File: src/rtl/nes_mem_pkg.sv
// Shared types for the NES memory scheduler: operating modes, the NES run phase
// and the buffered loader write entry.
package nes_mem_pkg;

    typedef enum logic [1:0] {
        LOAD  = 2'd0,
        DRAIN = 2'd1,
        RUN   = 2'd2
    } mode_e;

    localparam logic [1:0] PHASE_RUN = 2'd3;

    // Loader entries carry a fixed-width address; ADDR_W must not exceed it.
    localparam int LDR_ADDR_W = 22;

    typedef struct packed {
        logic [LDR_ADDR_W-1:0] addr;
        logic [7:0]            data;
    } ldr_entry_t;

endpackage

File: src/rtl/nes_ldr_fifo.sv
// Small synchronous FIFO for loader writes. A push while full is accepted only
// when a pop happens on the same edge.
module nes_ldr_fifo #(
    parameter int DEPTH = 4,
    parameter int W     = 8
) (
    input  logic         clock,
    input  logic         reset_n,
    input  logic         push,
    input  logic [W-1:0] wdata,
    input  logic         pop,
    output logic [W-1:0] rdata,
    output logic         full,
    output logic         empty
);

    localparam int PW = $clog2(DEPTH);
    localparam int CW = PW + 1;

    logic [W-1:0]  mem [DEPTH];
    logic [PW-1:0] wr_ptr;
    logic [PW-1:0] rd_ptr;
    logic [CW-1:0] count;
    logic          do_push;
    logic          do_pop;

    assign empty   = (count == '0);
    assign full    = (count == CW'(DEPTH));
    assign do_pop  = pop && !empty;
    assign do_push = push && (!full || do_pop);
    assign rdata   = mem[rd_ptr];

    // NOTE: storage has no reset; the pointers and count alone define validity.
    always_ff @(posedge clock) begin
        if (do_push) mem[wr_ptr] <= wdata;
    end

    // NOTE: non-blocking assignments so every register samples pre-edge values.
    always_ff @(posedge clock or negedge reset_n) begin
        if (!reset_n) begin
            wr_ptr <= '0;
            rd_ptr <= '0;
            count  <= '0;
        end else begin
            if (do_push) wr_ptr <= wr_ptr + 1'b1;
            if (do_pop)  rd_ptr <= rd_ptr + 1'b1;
            case ({do_push, do_pop})
                2'b10:   count <= count + 1'b1;
                2'b01:   count <= count - 1'b1;
                default: count <= count;
            endcase
        end
    end

endmodule

File: src/rtl/nes_mem_sched.sv
// SDRAM access scheduler for the NES core: phase counter, loader write buffering
// and drain, NES reset generation and hand-over of the SDRAM port to the NES.
module nes_mem_sched
    import nes_mem_pkg::*;
#(
    parameter int FIFO_DEPTH = 4,
    parameter int ADDR_W     = 22,
    parameter int MEM_ADDR_W = 25
) (
    input  logic                  clock,
    input  logic                  reset_n,
    input  logic                  load_done,
    input  logic                  ldr_wr,
    input  logic [ADDR_W-1:0]     ldr_addr,
    input  logic [7:0]            ldr_data,
    output logic                  ldr_full,
    output logic                  ovf,
    input  logic [ADDR_W-1:0]     nes_addr,
    input  logic                  nes_rd_cpu,
    input  logic                  nes_rd_ppu,
    input  logic                  nes_wr,
    input  logic [7:0]            nes_dout,
    output logic                  run_nes,
    output logic                  clkref,
    output logic                  nes_reset,
    output logic [MEM_ADDR_W-1:0] mem_addr,
    output logic                  mem_we,
    output logic [7:0]            mem_din,
    output logic                  mem_oe_a,
    output logic                  mem_oe_b,
    output logic                  sd_drive
);

    logic [1:0]        phase;
    logic              phase_run;
    mode_e             state;
    mode_e             state_nx;

    ldr_entry_t        push_entry;
    ldr_entry_t        fifo_head;
    logic              fifo_full;
    logic              fifo_empty;
    logic              fifo_pop;

    logic              wv;
    logic [ADDR_W-1:0] wa;
    logic [7:0]        wd;

    assign phase_run = (phase == PHASE_RUN);
    assign run_nes   = phase_run;
    assign clkref    = phase[1];

    assign push_entry = '{addr: LDR_ADDR_W'(ldr_addr), data: ldr_data};
    assign fifo_pop   = phase_run && (state != RUN) && !fifo_empty;
    assign ldr_full   = fifo_full;

    nes_ldr_fifo #(
        .DEPTH (FIFO_DEPTH),
        .W     ($bits(ldr_entry_t))
    ) u_fifo (
        .clock   (clock),
        .reset_n (reset_n),
        .push    (ldr_wr),
        .wdata   (push_entry),
        .pop     (fifo_pop),
        .rdata   (fifo_head),
        .full    (fifo_full),
        .empty   (fifo_empty)
    );

    // NOTE: defaults first so no path through the block leaves a latch.
    always_comb begin
        state_nx = state;
        if (phase_run) begin
            case (state)
                LOAD:    if (load_done) state_nx = DRAIN;
                DRAIN: begin
                    // A write arriving on this edge must still be drained.
                    if (!load_done)                 state_nx = LOAD;
                    else if (fifo_empty && !ldr_wr) state_nx = RUN;
                end
                RUN:     if (!load_done) state_nx = LOAD;
                default: state_nx = LOAD;
            endcase
        end
    end

    always_ff @(posedge clock or negedge reset_n) begin
        if (!reset_n) begin
            phase     <= '0;
            state     <= LOAD;
            nes_reset <= 1'b1;
            ovf       <= 1'b0;
            wv        <= 1'b0;
            wa        <= '0;
            wd        <= '0;
        end else begin
            phase     <= phase + 2'd1;
            state     <= state_nx;
            nes_reset <= (state_nx != RUN);
            if (ldr_wr && fifo_full && !fifo_pop) ovf <= 1'b1;
            // The write slot spans exactly one NES cycle, refreshed each run edge.
            if (phase_run) begin
                wv <= fifo_pop;
                if (fifo_pop) begin
                    wa <= ADDR_W'(fifo_head.addr);
                    wd <= fifo_head.data;
                end
            end
        end
    end

    always_comb begin
        mem_addr = '0;
        mem_din  = '0;
        mem_we   = 1'b0;
        mem_oe_a = 1'b0;
        mem_oe_b = 1'b0;
        if (state == RUN) begin
            mem_addr = MEM_ADDR_W'(nes_addr);
            mem_din  = nes_dout;
            mem_we   = nes_wr;
            mem_oe_a = nes_rd_cpu;
            mem_oe_b = nes_rd_ppu;
        end else if (wv) begin
            mem_addr = MEM_ADDR_W'(wa);
            mem_din  = wd;
            mem_we   = 1'b1;
        end
    end

    assign sd_drive = mem_we;

endmodule

File: config.mk
export PLATFORM = sky130hd
export DESIGN_NAME = nes_mem_sched
export DESIGN_NICKNAME = d
export VERILOG_FILES = /design/src/rtl/nes_mem_pkg.sv /design/src/rtl/nes_ldr_fifo.sv /design/src/rtl/nes_mem_sched.sv
export SDC_FILE = /design/constraint.sdc
export NUM_CORES = 1
export LEC_CHECK = 0
export ABC_AREA = 1
export BUFFER_PORTS_ARGS = -buffer_cell sky130_fd_sc_hd__buf_2
export CAP_MARGIN = 0
export CORE_MARGIN = 2
export CORE_UTILIZATION = 51
export DETAILED_ROUTE_END_ITERATION = 16
export MAX_ROUTING_LAYER = met4
export PLACE_DENSITY = 0.76
export SYNTH_ARGS = -nofsm -noshare
export SYNTH_HDL_FRONTEND = slang
export SYNTH_SLANG_ARGS = --single-unit
File: constraint.sdc
create_clock -name clock -period 2.8 [get_ports clock]
set_input_delay 0.84 -clock clock [delete_from_list [all_inputs] [get_ports clock]]
set_output_delay 0.84 -clock clock [all_outputs]
set_load 0.005 [all_outputs]
======== Yosys cells after proc, flatten, opt, wreduce, memory -nomap -nowiden ========
Memories as Yosys holds them, arrays and structs flattened. A register that Yosys moved wholly into a read port is not among the register bits.
Index checks and enable logic that the tools add are counted.
word-level totals
  bits in registers ....................... 14
  memory bits (writable) .................. 120
  word-level logic and storage cells ...... 56
  memories kept ........................... 1
memories
  memory      words  bits a word  rd ports  clocked after memory_dff  write ports  RTL line            text
  u_fifo.mem  4      30           1         1                         1            nes_ldr_fifo.sv:20  logic [W-1:0] mem [DEPTH];
operators by class
  $add $sub $neg .......................... 5
  eq/ne operators ......................... 8
  muxes and demuxes ....................... 17
  reductions and logical operators ........ 17
operator list
  kind                                                                 count
  22-bit 2-to-1 mux                                                    2
  8-bit 2-to-1 mux                                                     2
  2-bit 2-to-1 mux                                                     5
  1-bit logical AND                                                    7
  2-bit by 1-bit adder with 2-bit output (second input constant)       3
  2-bit == test (second input constant)                                3
  1-bit 2-to-1 mux                                                     6
  2-bit one-hot mux with 3 select lines                                1
  3-bit one-hot mux with 2 select lines                                1
  1-bit logical NOT                                                    5
  2-bit by 1-bit == test with 1-bit output (second input constant)     2
  2-bit inequality test (second input constant)                        2
  3-bit by 1-bit adder with 3-bit output (second input constant)       1
  3-bit == test (second input constant)                                1
  3-bit logical NOT                                                    1
  3-bit by 1-bit subtractor with 3-bit output (second input constant)  1
  2-bit logical NOT                                                    1
  2-bit AND reduction                                                  1
  2-bit nonzero test                                                   1
  1-bit logical OR                                                     1

======== Depth between registers and ports, before layout ========
Gate-level depths: netlist of run 1.
  depth in word-level cells ............... 8
  depth in mapped cells ................... 11
  gate-level depth less buffers ........... 11

======== By module ========
From an unflattened synthesis of run 1, not the netlist that was laid out.
second synthesis, totals
  cells, all modules ...................... 618
  area, all modules ....................... 6840.3 µm²
by module, submodules not included
  module         instances  cells an instance  area an instance (µm²)
  nes_ldr_fifo   1          346                4895.9
  nes_mem_sched  1          272                1944.4

======== Worst setup path before layout of run 1 ========
Ideal clock, no wire load.
  kind .................................... input port to flip-flop
  from .................................... in ldr_wr
  to ...................................... mem u_fifo.mem[0][0] (netlist bit), enable pin
  setup time .............................. 0.417 ns
  arrival time ............................ 2.217 ns
  required time ........................... 2.383 ns
  path slack .............................. 0.166 ns
  cell stages on the path ................. 2
  cell sequence ........................... nand2_2 -> nor2_1
between the ends
  longest elaborated chain between the ends .. 3
ends and longest elaborated chain
  item                                    RTL line             text
  from (decl)                             nes_mem_sched.sv:13  input logic ldr_wr,
  1-bit logical AND                       nes_ldr_fifo.sv:30   assign do_push = push && (!full || do_pop);
  1-bit 2-to-1 mux                        nes_ldr_fifo.sv:35   if (do_push) mem[wr_ptr] <= wdata;
  1-bit 2-to-1 mux (implied by the code)  nes_ldr_fifo.sv:35
  to (decl)                               nes_ldr_fifo.sv:20
No other way between the ends.

======== Worst setup path after layout of run 1 ========
  from .................................... reg state[0]
  to ...................................... out mem_din[0]
between the ends
  longest elaborated chain between the ends .. 2
ends and longest elaborated chain
  item                    RTL line              text
  from (decl)             nes_mem_sched.sv:36   mode_e state;
  from (signal assigned)  nes_mem_sched.sv:99   state <= state_nx;
  2-bit == test           nes_mem_sched.sv:119  if (state == RUN) begin
  8-bit 2-to-1 mux        nes_mem_sched.sv:119
  to (decl)               nes_mem_sched.sv:28   output logic [7:0] mem_din,
No other way between the ends.

==> summary.txt, run 1 <==
CTS
  • CTS tree: done
  • Worst-path clk slew: 0.06 ns
  • CTS Sinks: 164
  • Post-CTS setup buffers: 0
  • Hold-fix buffers, CTS: 0
  • Root Buffer: clkbuf_16
  • Post-cts resize count: 0
  • Inserted Clock Buffers: 17
  • Later-pin clock latency in the skew report: 0.42 ns
  • CTS max path bufs: 2
  • H-tree depth: 4

GRT
  • Largest net degree at the start of global routing: 62
  • Initial antenna violation count: 0
  • GR Overflow Total: 0
  • Number of global-route vias before repair: ~4700
  • Gr usage total: 0.216
  • First-pass GRT wire length: 23200 µm

STA
  • Final period util: 0.884
  • Slew at the pin closest to its max-slew limit: 0.983 ns
  • Clock skew: 0.00583 ns
  • Period minus WS final: roughly 2.5 ns
  • Max Fclk: 404 MHz
  • Max_slew headroom: 0.345
  • Slew Limit Fails: 0
  • RSZ-0062 raised after global routing: no
  • Setup violators final: 0
  • Final sum of negative setup slack: 0 ns
  • Final Hold Fails: 0

Yosys
  • Post-synth ARST share: 0.268
  • Sequential share of the synthesized area: 0.663
  • Synth Area in XOR/XNOR: 0.00494
  • Mux contribution to synthesized area: 0
  • Dominant cells by area after synthesis: edfxtp_1 (51%), dfrtp_1 (15%), nor2_1 (6.8%)
  • Adder-cell share of the synthesized area: 0.0134
  • Primary FF master, synth: edfxtp_1
  • Syn Inst Count: approximately 640
  • Simple-Gate Fraction of Synth Area: 0.152
  • Distinct cells, synth: 33
  • Largest family of logic cells by synthesized area: simple AND/OR/NAND/NOR gates
  • Top cell type's share of synthesized area: 0.508
  • Dominant cell type by area after synthesis: edfxtp_1
  • Fraction of the mapped netlist area in compound gates: 0.105
  • Syn Std Cell Area: 7100 µm²
  • Synthesized area per cell: between 10 and 15 µm²
  • Synth warn: 0
  • #FFs+latches synth: 164
  • EDFF count, synth: 120

Floorplan
  • Core box area: 13700 µm²
  • Top-Level Pins: 109
  • Initial cell density of the core: 0.517
  • Std-Cell Rows: 43
  • Die area: 14900 µm²
  • Chip width: 122 µm
  • Die Ht: ~120 µm

Pwr
  • Leak: 0.00339 µW
  • Logic pwr share: 0.341
  • Sw Share: 0.344
  • Sw Pwr: 2980 µW
  • PD cells: approximately 1000 nW/µm²
  • Max IR drop VDD: 0.552 mV
  • Seq pwr share: 0.401
  • Int Pwr: 5670 µW
  • Clock power share: 0.258

Placement
  • DPL Wire Length: between 8000 and 9000 µm
  • Port buffer count: 105
  • Placer Congestion: 0.756
  • Cell Area, Placed: approximately 7800 µm²

Finish
  • # fillers: 1105
  • P&R area growth vs syn: 17.4%
  • Design Area, Final: ~8300 µm²
  • Layout cells sized above 1: 0.298
  • NumNets Final: about 810
  • ANT cells: 0

Routing
  • DRT iter0 DRCs: 334
  • Via Count: 4861
  • Pre-antenna DRT Iters: 4
  • Post-route DRC: 0
  • Post-route ant nets: 0
  • WL/cell: 16.0 µm
  • Final wirelength: 14900 µm
  • Avg Vias per Cell: 5.22

Run status
  • Status: finished clean

Critical path
  • FF-to-FF Start: phase[1]
  • Critical path arrival: 1.63 ns
  • Max FO, Critical Path: 32
  • Crit path to: mem_din[0]
  • WS Path Type: flip-flop to output port
  • Crit end category: output port
  • R2R depth: 10
  • Worst r2r dst: u_fifo.count[2]
  • CP required: 1.96 ns
  • CP Launch Point: state[0]
  • Crit path launch type: flip-flop
  • R2R Setup Slk: 0.44 ns

Job
  • Max Cap Viol: 0

Hold path
  • HP Class: flip-flop to flip-flop
layout make-up:
cell class | count | area, µm² | area share
sequential | 164 | 4710 | 0.565
multi-input combinational | 385 | 2000 | 0.240
timing repair buffer | 119 | 631 | 0.0757
clock buffer | 24 | 502 | 0.0602
tap | 180 | 225 | 0.0270
inverter | 51 | 196 | 0.0236
clock inverter | 8 | 75.1 | 0.00901
cells by family (layout without fill, tap and decap cells):
logic type,after synthesis,in the layout
buffers and inverters,90,202
AND/OR/NAND/NOR,245,245
AO/OA/AOI/OAI,126,126
other,1,3
flip-flops,164,164
adder cells (fa/ha/maj),7,7
XOR/XNOR,4,4
through the flow:
stage / power [µW] / hold slack, ns / utilization / std cells / setup WS [ns]
after floorplan: 5500 / 0.398 / - / 639 / 0.166
after global placement: 6330 / 0.409 / 0.565 / 899 / 0.464
after detailed placement: 6460 / 0.414 / 0.565 / 899 / 0.434
after CTS: 8700 / 0.422 / 0.607 / 931 / 0.325
after global routing: 9190 / 0.455 / 0.607 / 931 / 0.212
final: 8650 / 0.417 / 0.607 / 931 / 0.326
layer usage:
metal	vias to the layer above	part of all wire	wire [µm]	GRT usage
li1	2334	-	-	-
met2	153	0.50	7410	0.356
met4	0	0.016	240	0.0826
met5	-	0	0	-
met3	21	0.055	815	0.0403
met1	2353	0.43	6430	0.266
power groups by stage:
stage	logic (µW)	clock network [µW]	registers (µW)
final	2950	2230	3460
after global routing	3330	2350	3510
after CTS	2980	2250	3460
after detailed placement	2950	0	3510
after global placement	2850	0	3480
after floorplan	2030	0	3470
how the worst min path moves through the flow:
stage / startpoint / to / slack (ns) / cells after the start
after floorplan: phase[0] / phase[0] / 0.40 / 1
after global placement: phase[0] / phase[0] / 0.41 / 1
after detailed placement: phase[0] / phase[0] / 0.41 / 1
after CTS: phase[0] / phase[0] / 0.42 / 1
after global routing: phase[0] / phase[0] / 0.45 / 1
final: phase[0] / phase[0] / 0.42 / 1
cells in the mapped netlist (2+ instances only):
| cell type | number |
|---|---|
| o21ai_2 | 30 |
| ha_1 | 6 |
| nand4_1 | 2 |
| nor2_1 | 128 |
| clkbuf_1 | 8 |
| inv_1 | 47 |
| nand2_1 | 48 |
| xor2_1 | 3 |
| buf_2 | 19 |
| buf_6 | 5 |
| inv_2 | 3 |
| o21ai_0 | 19 |
| dfrtp_1 | 43 |
| buf_4 | 5 |
| nand3_1 | 32 |
| nand2_2 | 30 |
| edfxtp_1 | 120 |
| o21ai_1 | 74 |
critical path: stages, from the launching register on:
cell,delay (ns)
dfrtp_1,0.41
inv_2,0.09
buf_4,0.34
nand3_1,0.13
o21ai_1,0.10
buf_2,0.12
cells in the final DEF, fill, tap and decap left out, drive strengths merged:
cell	n
clkinv	4
ha	6
a22oi	1
xor2	3
dfstp	1
nor3	1
o21bai	1
nand4	2
bufinv	1
nand3	34
dfrtp	43
clkinvlp	4
o21ai	123
a21oi	1
nor2	129
nand2	79
clkbuf	24
buf	119
inv	50
conb	3
xnor2	1
fa	1
edfxtp	120
registers in the layout, indices dropped and copies added, names as in the netlist, 2 cells and up:
name	count
wd	8
u_fifo.count	3
state	2
u_fifo.wr_ptr	2
phase	2
wa	22
u_fifo.mem	120
u_fifo.rd_ptr	2
No activity file was read; power rests on OpenSTA's default activity.
==> run 2, diff against run 1 <==
--- a/config.mk
+++ b/config.mk
@@ -7,7 +7,6 @@
 export LEC_CHECK = 0
 export ABC_AREA = 1
 export BUFFER_PORTS_ARGS = -buffer_cell sky130_fd_sc_hd__buf_2
-export CAP_MARGIN = 0
 export CORE_MARGIN = 2
 export CORE_UTILIZATION = 51
 export DETAILED_ROUTE_END_ITERATION = 16
==> constraint.sdc (replaced) <==
create_clock -name clock -period 2.1 [get_ports clock]
set_input_delay 0.63 -clock clock [delete_from_list [all_inputs] [get_ports clock]]
set_output_delay 0.63 -clock clock [all_outputs]
set_load 0.005 [all_outputs]
==> summary.txt, run 2 (synthesis results as in run 1) <==
STA
  • Final Hold Fails: 0 (unchanged)
  • Clock skew: 0.0113 ns (+0.00551 ns)
  • Max Fclk: 466 MHz
  • Final setup slack of the worst path: -0.0460 ns (-0.372 ns)
  • RSZ-0062 raised after global routing: yes
  • Slew Limit Fails: 0 (unchanged)
  • Period minus WS final: 2.15 ns
  • Hold WS: 0.204 ns (-0.212 ns)
  • Slew at the pin closest to its max-slew limit: 0.995 ns (+0.0128 ns)
  • Setup violators final: 15 (+15)
  • Max_slew headroom: 0.336 (-0.00855)
  • Final sum of negative setup slack: -0.174 ns (-0.174 ns)
  • Final period util: 1.02

Hold path
  • HP Class: input port to asynchronous set/reset pin

Routing
  • Post-route DRC: 0 (unchanged)
  • Detail Route met3 WL: 946 µm (+16%)
  • Pre-antenna DRT Iters: 4 (unchanged)
  • DRT iter0 DRCs: 330 (-1.2%)
  • Post-route ant nets: 0 (unchanged)
  • WL/cell: 17.3 µm (+8.1%)
  • M1 wire length: 6510 µm (+1.3%)
  • Via Count: 5056 (+4.0%)
  • Avg Vias per Cell: 5.33 (+2.1%)
  • Top Metal Used: met4
  • Final wirelength: 16400 µm (+10%)
  • Met2 routed WL: 8580 µm (+16%)

Finish
  • Register area: 4710 µm² (about the same)
  • Most common cell after layout, fill and taps aside: nor2_1
  • Layout cells sized above 1: 0.331 (+0.0329)
  • P&R area growth vs syn: 22.9%
  • NumNets Final: 828 (+2.0%)
  • Multi-input logic area: 2090 µm² (+4.6%)
  • End-of-flow core utilization: 0.636 (+0.0287)
  • Finished Layout Cells: 948 (+1.8%)
  • Number of flip-flops in the largest register: 120 (unchanged)
  • Most frequent cells in the layout: nor2_1 (124), edfxtp_1 (120), buf_2 (105)
  • Largest registers: u_fifo.mem x120, wa x22, wd x8
  • Largest Register: u_fifo.mem
  • # fillers: 1019 (-7.8%)

Floorplan
  • Chip width: 122 µm (unchanged)
  • Std-Cell Rows: 43 (unchanged)
  • Initial cell density of the core: 0.517 (unchanged)
  • Die Ht: 122 µm (unchanged)
  • Die area: 14900 µm² (unchanged)
  • Top-Level Pins: 109 (unchanged)
  • Core box area: 13700 µm² (unchanged)

CTS
  • Root Buffer: clkbuf_16
  • Later-pin clock latency in the skew report: 0.43 ns (about the same)
  • CTS Sinks: 164 (unchanged)
  • Worst-path clk slew: 0.06 ns (about the same)
  • Inserted Clock Buffers: 17 (unchanged)
  • H-tree depth: 4 (unchanged)
  • CTS max path bufs: 2 (unchanged)
  • CTS tree: done

Critical path
  • Worst r2r dst: u_fifo.count[2]
  • R2R Setup Slk: 0.07 ns (-0.37 ns)
  • Max FO, Critical Path: 9 (-72%)
  • Crit end category: output port
  • R2R depth: 12 (+2)
  • Crit path launch type: flip-flop
  • Critical path arrival: 1.52 ns (-0.11 ns)
  • CP Launch Point: state[1]
  • FF-to-FF Start: state[0]
  • WS Path Type: flip-flop to output port
  • CP required: 1.47 ns (-0.49 ns)

Run status
  • Status: finished, violations left
  • Violated checks: negative setup slack

Placement
  • Dpl cells: 909 (+1.1%)
  • Port buffer count: 105 (unchanged)
  • Dpl ws: 0.0921 ns (-0.342 ns)
  • Placer Congestion: 0.803 (+6.2%)
  • DPL Wire Length: 9970 µm (+11%)

Job
  • Max Cap Viol: 0 (unchanged)

GRT
  • First-pass GRT wire length: 24500 µm (+5.5%)
  • Largest net degree at the start of global routing: 62 (unchanged)
  • Number of global-route vias before repair: 4730 (+1.6%)
  • Gr usage total: 0.231 (+0.0147)
  • Initial antenna violation count: 1 (+1)
  • GR Overflow Total: 0 (unchanged)

Pwr
  • Max IR drop VDD: 0.703 mV (+27%)
  • PD cells: 1410 nW/µm² (+36%)
  • Leak: 0.00355 µW (+4.6%)
==> run 2: repair_timing <==
item                                    CTS  global route
pin swaps                                 1             2
buffers inserted                          2             2
cloned                                    0             2
endpoints found under the setup margin   32            33
resized for setup                        25            11
hold buffers                              0             0
==> run 2: critical path: stages, from the launching register on <==
cell and delay [ns]:
dfrtp_2 0.45, nand2_4 0.10, nand2_4 0.08, buf_12 0.16
o21ai_4 0.16, buf_2 0.14
==> run 2: where the power goes <==
part / switching, µW / internal (µW) / total (µW) / leakage [µW]
registers: 300 / 4370 / 4670 / 0.00162
clock network: 1190 / 1990 / 3180 / 0.000293
logic: 2730 / 1710 / 4440 / 0.00164
==> run 2: per-layer routing <==
| metal | GRT usage | up-vias |
|---|---|---|
| met5 | - | - |
| met4 | 0.0977 | 0 |
| met3 | 0.0449 | 29 |
| met2 | 0.384 | 194 |
| met1 | 0.275 | 2463 |
| li1 | - | 2370 |
==> run 2: worst max-delay path by stage <==
stage,endpoint,slack (ns),cells after the start
2_1_floorplan,u_fifo.mem[0][0],-0.04,5
3_3_place_gp,u_fifo.count[2],0.14,10
3_5_place_dp,u_fifo.count[2],0.09,10
4_1_cts,mem_din[1],-0.02,6
5_1_grt,mem_din[0],-0.08,5
6_report,mem_din[1],-0.05,5
==> run 2: through the flow <==
step | cell area, µm² | total power (µW)
CTS | 8630 | 12200
global route | 8730 | 13000
finish | 8730 | 12300
floorplan | 7120 | 7340
global placement | 7890 | 8720
detailed placement | 7890 | 8860
==> run 2: layout make-up <==
type / instances / area share
diodes: 1 / 0.000287
clock buffers: 26 / 0.0609
clock inverters: 6 / 0.0100
inverters: 51 / 0.0225
multi-input cells: 385 / 0.239
flip-flops and latches: 164 / 0.540
well taps: 180 / 0.0258
repair buffers: 135 / 0.102
==> run 3, diff against run 2 <==
--- a/config.mk
+++ b/config.mk
@@ -8,10 +8,9 @@
 export ABC_AREA = 1
 export BUFFER_PORTS_ARGS = -buffer_cell sky130_fd_sc_hd__buf_2
 export CORE_MARGIN = 2
-export CORE_UTILIZATION = 51
+export CORE_UTILIZATION = 40
 export DETAILED_ROUTE_END_ITERATION = 16
 export MAX_ROUTING_LAYER = met4
-export PLACE_DENSITY = 0.76
 export SYNTH_ARGS = -nofsm -noshare
 export SYNTH_HDL_FRONTEND = slang
 export SYNTH_SLANG_ARGS = --single-unit
==> constraint.sdc (replaced) <==
create_clock -name clock -period 2.7 [get_ports clock]
set_input_delay 0.81 -clock clock [delete_from_list [all_inputs] [get_ports clock]]
set_output_delay 0.81 -clock clock [all_outputs]
set_load 0.005 [all_outputs]
==> summary.txt, run 3 (synthesis results as in run 1) <==
Run status
  • Status: finished clean

CTS
  • Root Buffer: clkbuf_16
  • CTS max path bufs: 2 (unchanged)
  • Inserted Clock Buffers: 17 (unchanged)
  • Post-cts resize count: 0 (-100%)
  • H-tree depth: 4 (unchanged)
  • Hold-fix buffers, CTS: 0 (unchanged)
  • CTS tree: done
  • CTS Sinks: 164 (unchanged)
  • Post-CTS setup buffers: 0 (-2)
  • Later-pin clock latency in the skew report: 0.42 ns (about the same)
  • Worst-path clk slew: 0.06 ns (about the same)

Floorplan
  • Top-Level Pins: 109 (unchanged)
  • Die area: 18800 µm² (+27%)
  • Chip width: 137 µm (+12%)
  • Core box area: 17300 µm² (+26%)
  • Initial cell density of the core: 0.410 (-0.107)
  • Std-Cell Rows: 48 (+12%)
  • Die Ht: 137 µm (+12%)

GRT
  • Initial antenna violation count: 3 (+2)
  • Number of global-route vias before repair: 4655 (-1.6%)
  • Gr usage total: 0.183 (-0.0472)
  • First-pass GRT wire length: 24600 µm (+0.34%)
  • Largest net degree at the start of global routing: 63 (+1.6%)
  • GR Overflow Total: 0 (unchanged)

Routing
  • WL/cell: 16.1 µm (-7.0%)
  • Via Count: 4732 (-6.4%)
  • Post-route ant nets: 0 (unchanged)
  • Final wirelength: 15700 µm (-4.0%)
  • Pre-antenna DRT Iters: 4 (unchanged)
  • Avg Vias per Cell: 4.84 (-9.3%)
  • Post-route DRC: 0 (unchanged)
  • DRT iter0 DRCs: 282 (-15%)

Finish
  • Most common cell after layout, fill and taps aside: nor2_1
  • Number of flip-flops in the largest register: 120 (unchanged)
  • Largest Register: u_fifo.mem
  • Multi-input logic area: 2000 µm² (-4.4%)
  • Layout cells sized above 1: 0.297 (-0.0338)
  • # fillers: 1564 (+53%)
  • P&R area growth vs syn: 18.9%
  • NumNets Final: 811 (-2.1%)
  • Largest registers: u_fifo.mem x120, wa x22, wd x8
  • Most frequent cells in the layout: nor2_1 (124), edfxtp_1 (120), buf_2 (105)
  • Register area: 4710 µm² (about the same)
  • End-of-flow core utilization: 0.488 (-0.148)

Critical path
  • Critical path arrival: 1.76 ns (+0.24 ns)
  • Crit-path cells: inv_2 -> nand2_4 -> nand2_1 -> buf_12 -> o21ai_0 -> buf_2
  • FF-to-FF Start: u_fifo.rd_ptr[0]
  • Worst r2r dst: wd[4]
  • CP Launch Point: state[0]
  • Max FO, Critical Path: 25 (+16)
  • Crit path to: mem_addr[21]
  • Crit path launch type: flip-flop
  • Slowest stage cell, crit path: dfrtp_1
  • CP delay by family, top: buffers and inverters
  • Buf+Inv Stages, Crit Path: 3 (+1)
  • R2R depth: 5 (-7)
  • Crit end category: output port
  • Number of cells on the critical path: 6 (+1)
  • WS Path Type: flip-flop to output port
  • CP required: 1.89 ns (+0.42 ns)
  • Max incr delay on CP: 0.40 ns (-0.05 ns)
  • R2R Setup Slk: 0.53 ns (+0.46 ns)

STA
  • Final Hold Fails: 0 (unchanged)
  • Clock skew: 0.00582 ns (-0.00552 ns)
  • RSZ-0062 raised after global routing: no
  • Final sum of negative setup slack: 0 ns (+0.174 ns)
  • Max_slew headroom: 0.294 (-0.0425)
  • Max Fclk: 389 MHz
  • Hold WS: 0.439 ns (+0.235 ns)
  • Slew at the pin closest to its max-slew limit: 1.06 ns (+0.0622 ns)
  • Final period util: 0.952
  • Setup violators final: 0 (-15)
  • Period minus WS final: 2.57 ns
  • Slew Limit Fails: 0 (unchanged)

Pwr
  • PD cells: 1080 nW/µm² (-23%)
  • Leak: 0.00340 µW (-4.3%)
  • Max IR drop VDD: 0.491 mV (-30%)
  • Pwr Total: 9110 µW (-26%)

Placement
  • Placer Congestion: 0.744 (-7.4%)
  • Port buffer count: 105 (unchanged)
  • DPL Wire Length: 9780 µm (-1.8%)

Job
  • Max Cap Viol: 0 (unchanged)

Hold path
  • HP Class: flip-flop to flip-flop
## run 3: changes by cell type in the layout (fill, tap and decap cells not counted), moves of 3 or more
cell       before  now
buf_4          17   10
o21ai_1        68   74
buf_12          8    3
clkbuf_1        4    0
o21ai_2        34   30
o21ai_4         4    0
buf_6           3    0
clkbuf_16      20   17
clkbuf_8        3    0
clkinv_2        1    4
nand3_1        29   32
nand3_2         4    1
## run 3: metrics by stage
| step | std cells | setup WS, ns | instance area [µm²] |
|---|---|---|---|
| after floorplan | 639 | 0.0908 | 7110 |
| after global placement | 943 | 0.588 | 7840 |
| after detailed placement | 943 | 0.554 | 7840 |
| after CTS | 975 | 0.110 | 8430 |
| after global routing | 978 | 0.0122 | 8440 |
| final | 978 | 0.129 | 8440 |
## run 3: power breakdown
part / switching [µW] / internal, µW / total, µW
registers: 259 / 3400 / 3650
logic: 1950 / 1120 / 3060
clock network: 948 / 1440 / 2390
total: 3150 / 5950 / 9110
## run 3: routing by layer
layer	vias up	GRT usage	wire length [µm]
met5	-	-	0
met4	0	0.0630	218
met3	16	0.0405	1030
met2	135	0.299	7630
met1	2243	0.227	6850
li1	2338	-	-
## run 3: area by class of cell
cell class                      instances  area share
Sequential cell                       164       0.558
Inverter                               51      0.0233
Tap cell                              225      0.0334
Clock inverter                         15      0.0194
Antenna cell                            3    0.000890
Multi-Input combinational cell        385       0.237
Clock buffer                           17      0.0504
Timing Repair Buffer                  118      0.0783
## run 3: worst min path at each step
stage                  start        to  slack (ns)  cells past startpoint
floorplan           phase[0]  phase[0]        0.40                      1
global placement    phase[0]  phase[0]        0.41                      1
detailed placement  phase[0]  phase[0]        0.44                      1
CTS                 phase[0]  phase[0]        0.45                      1
global route        phase[0]  phase[0]        0.48                      1
finish              phase[0]  phase[0]        0.44                      1
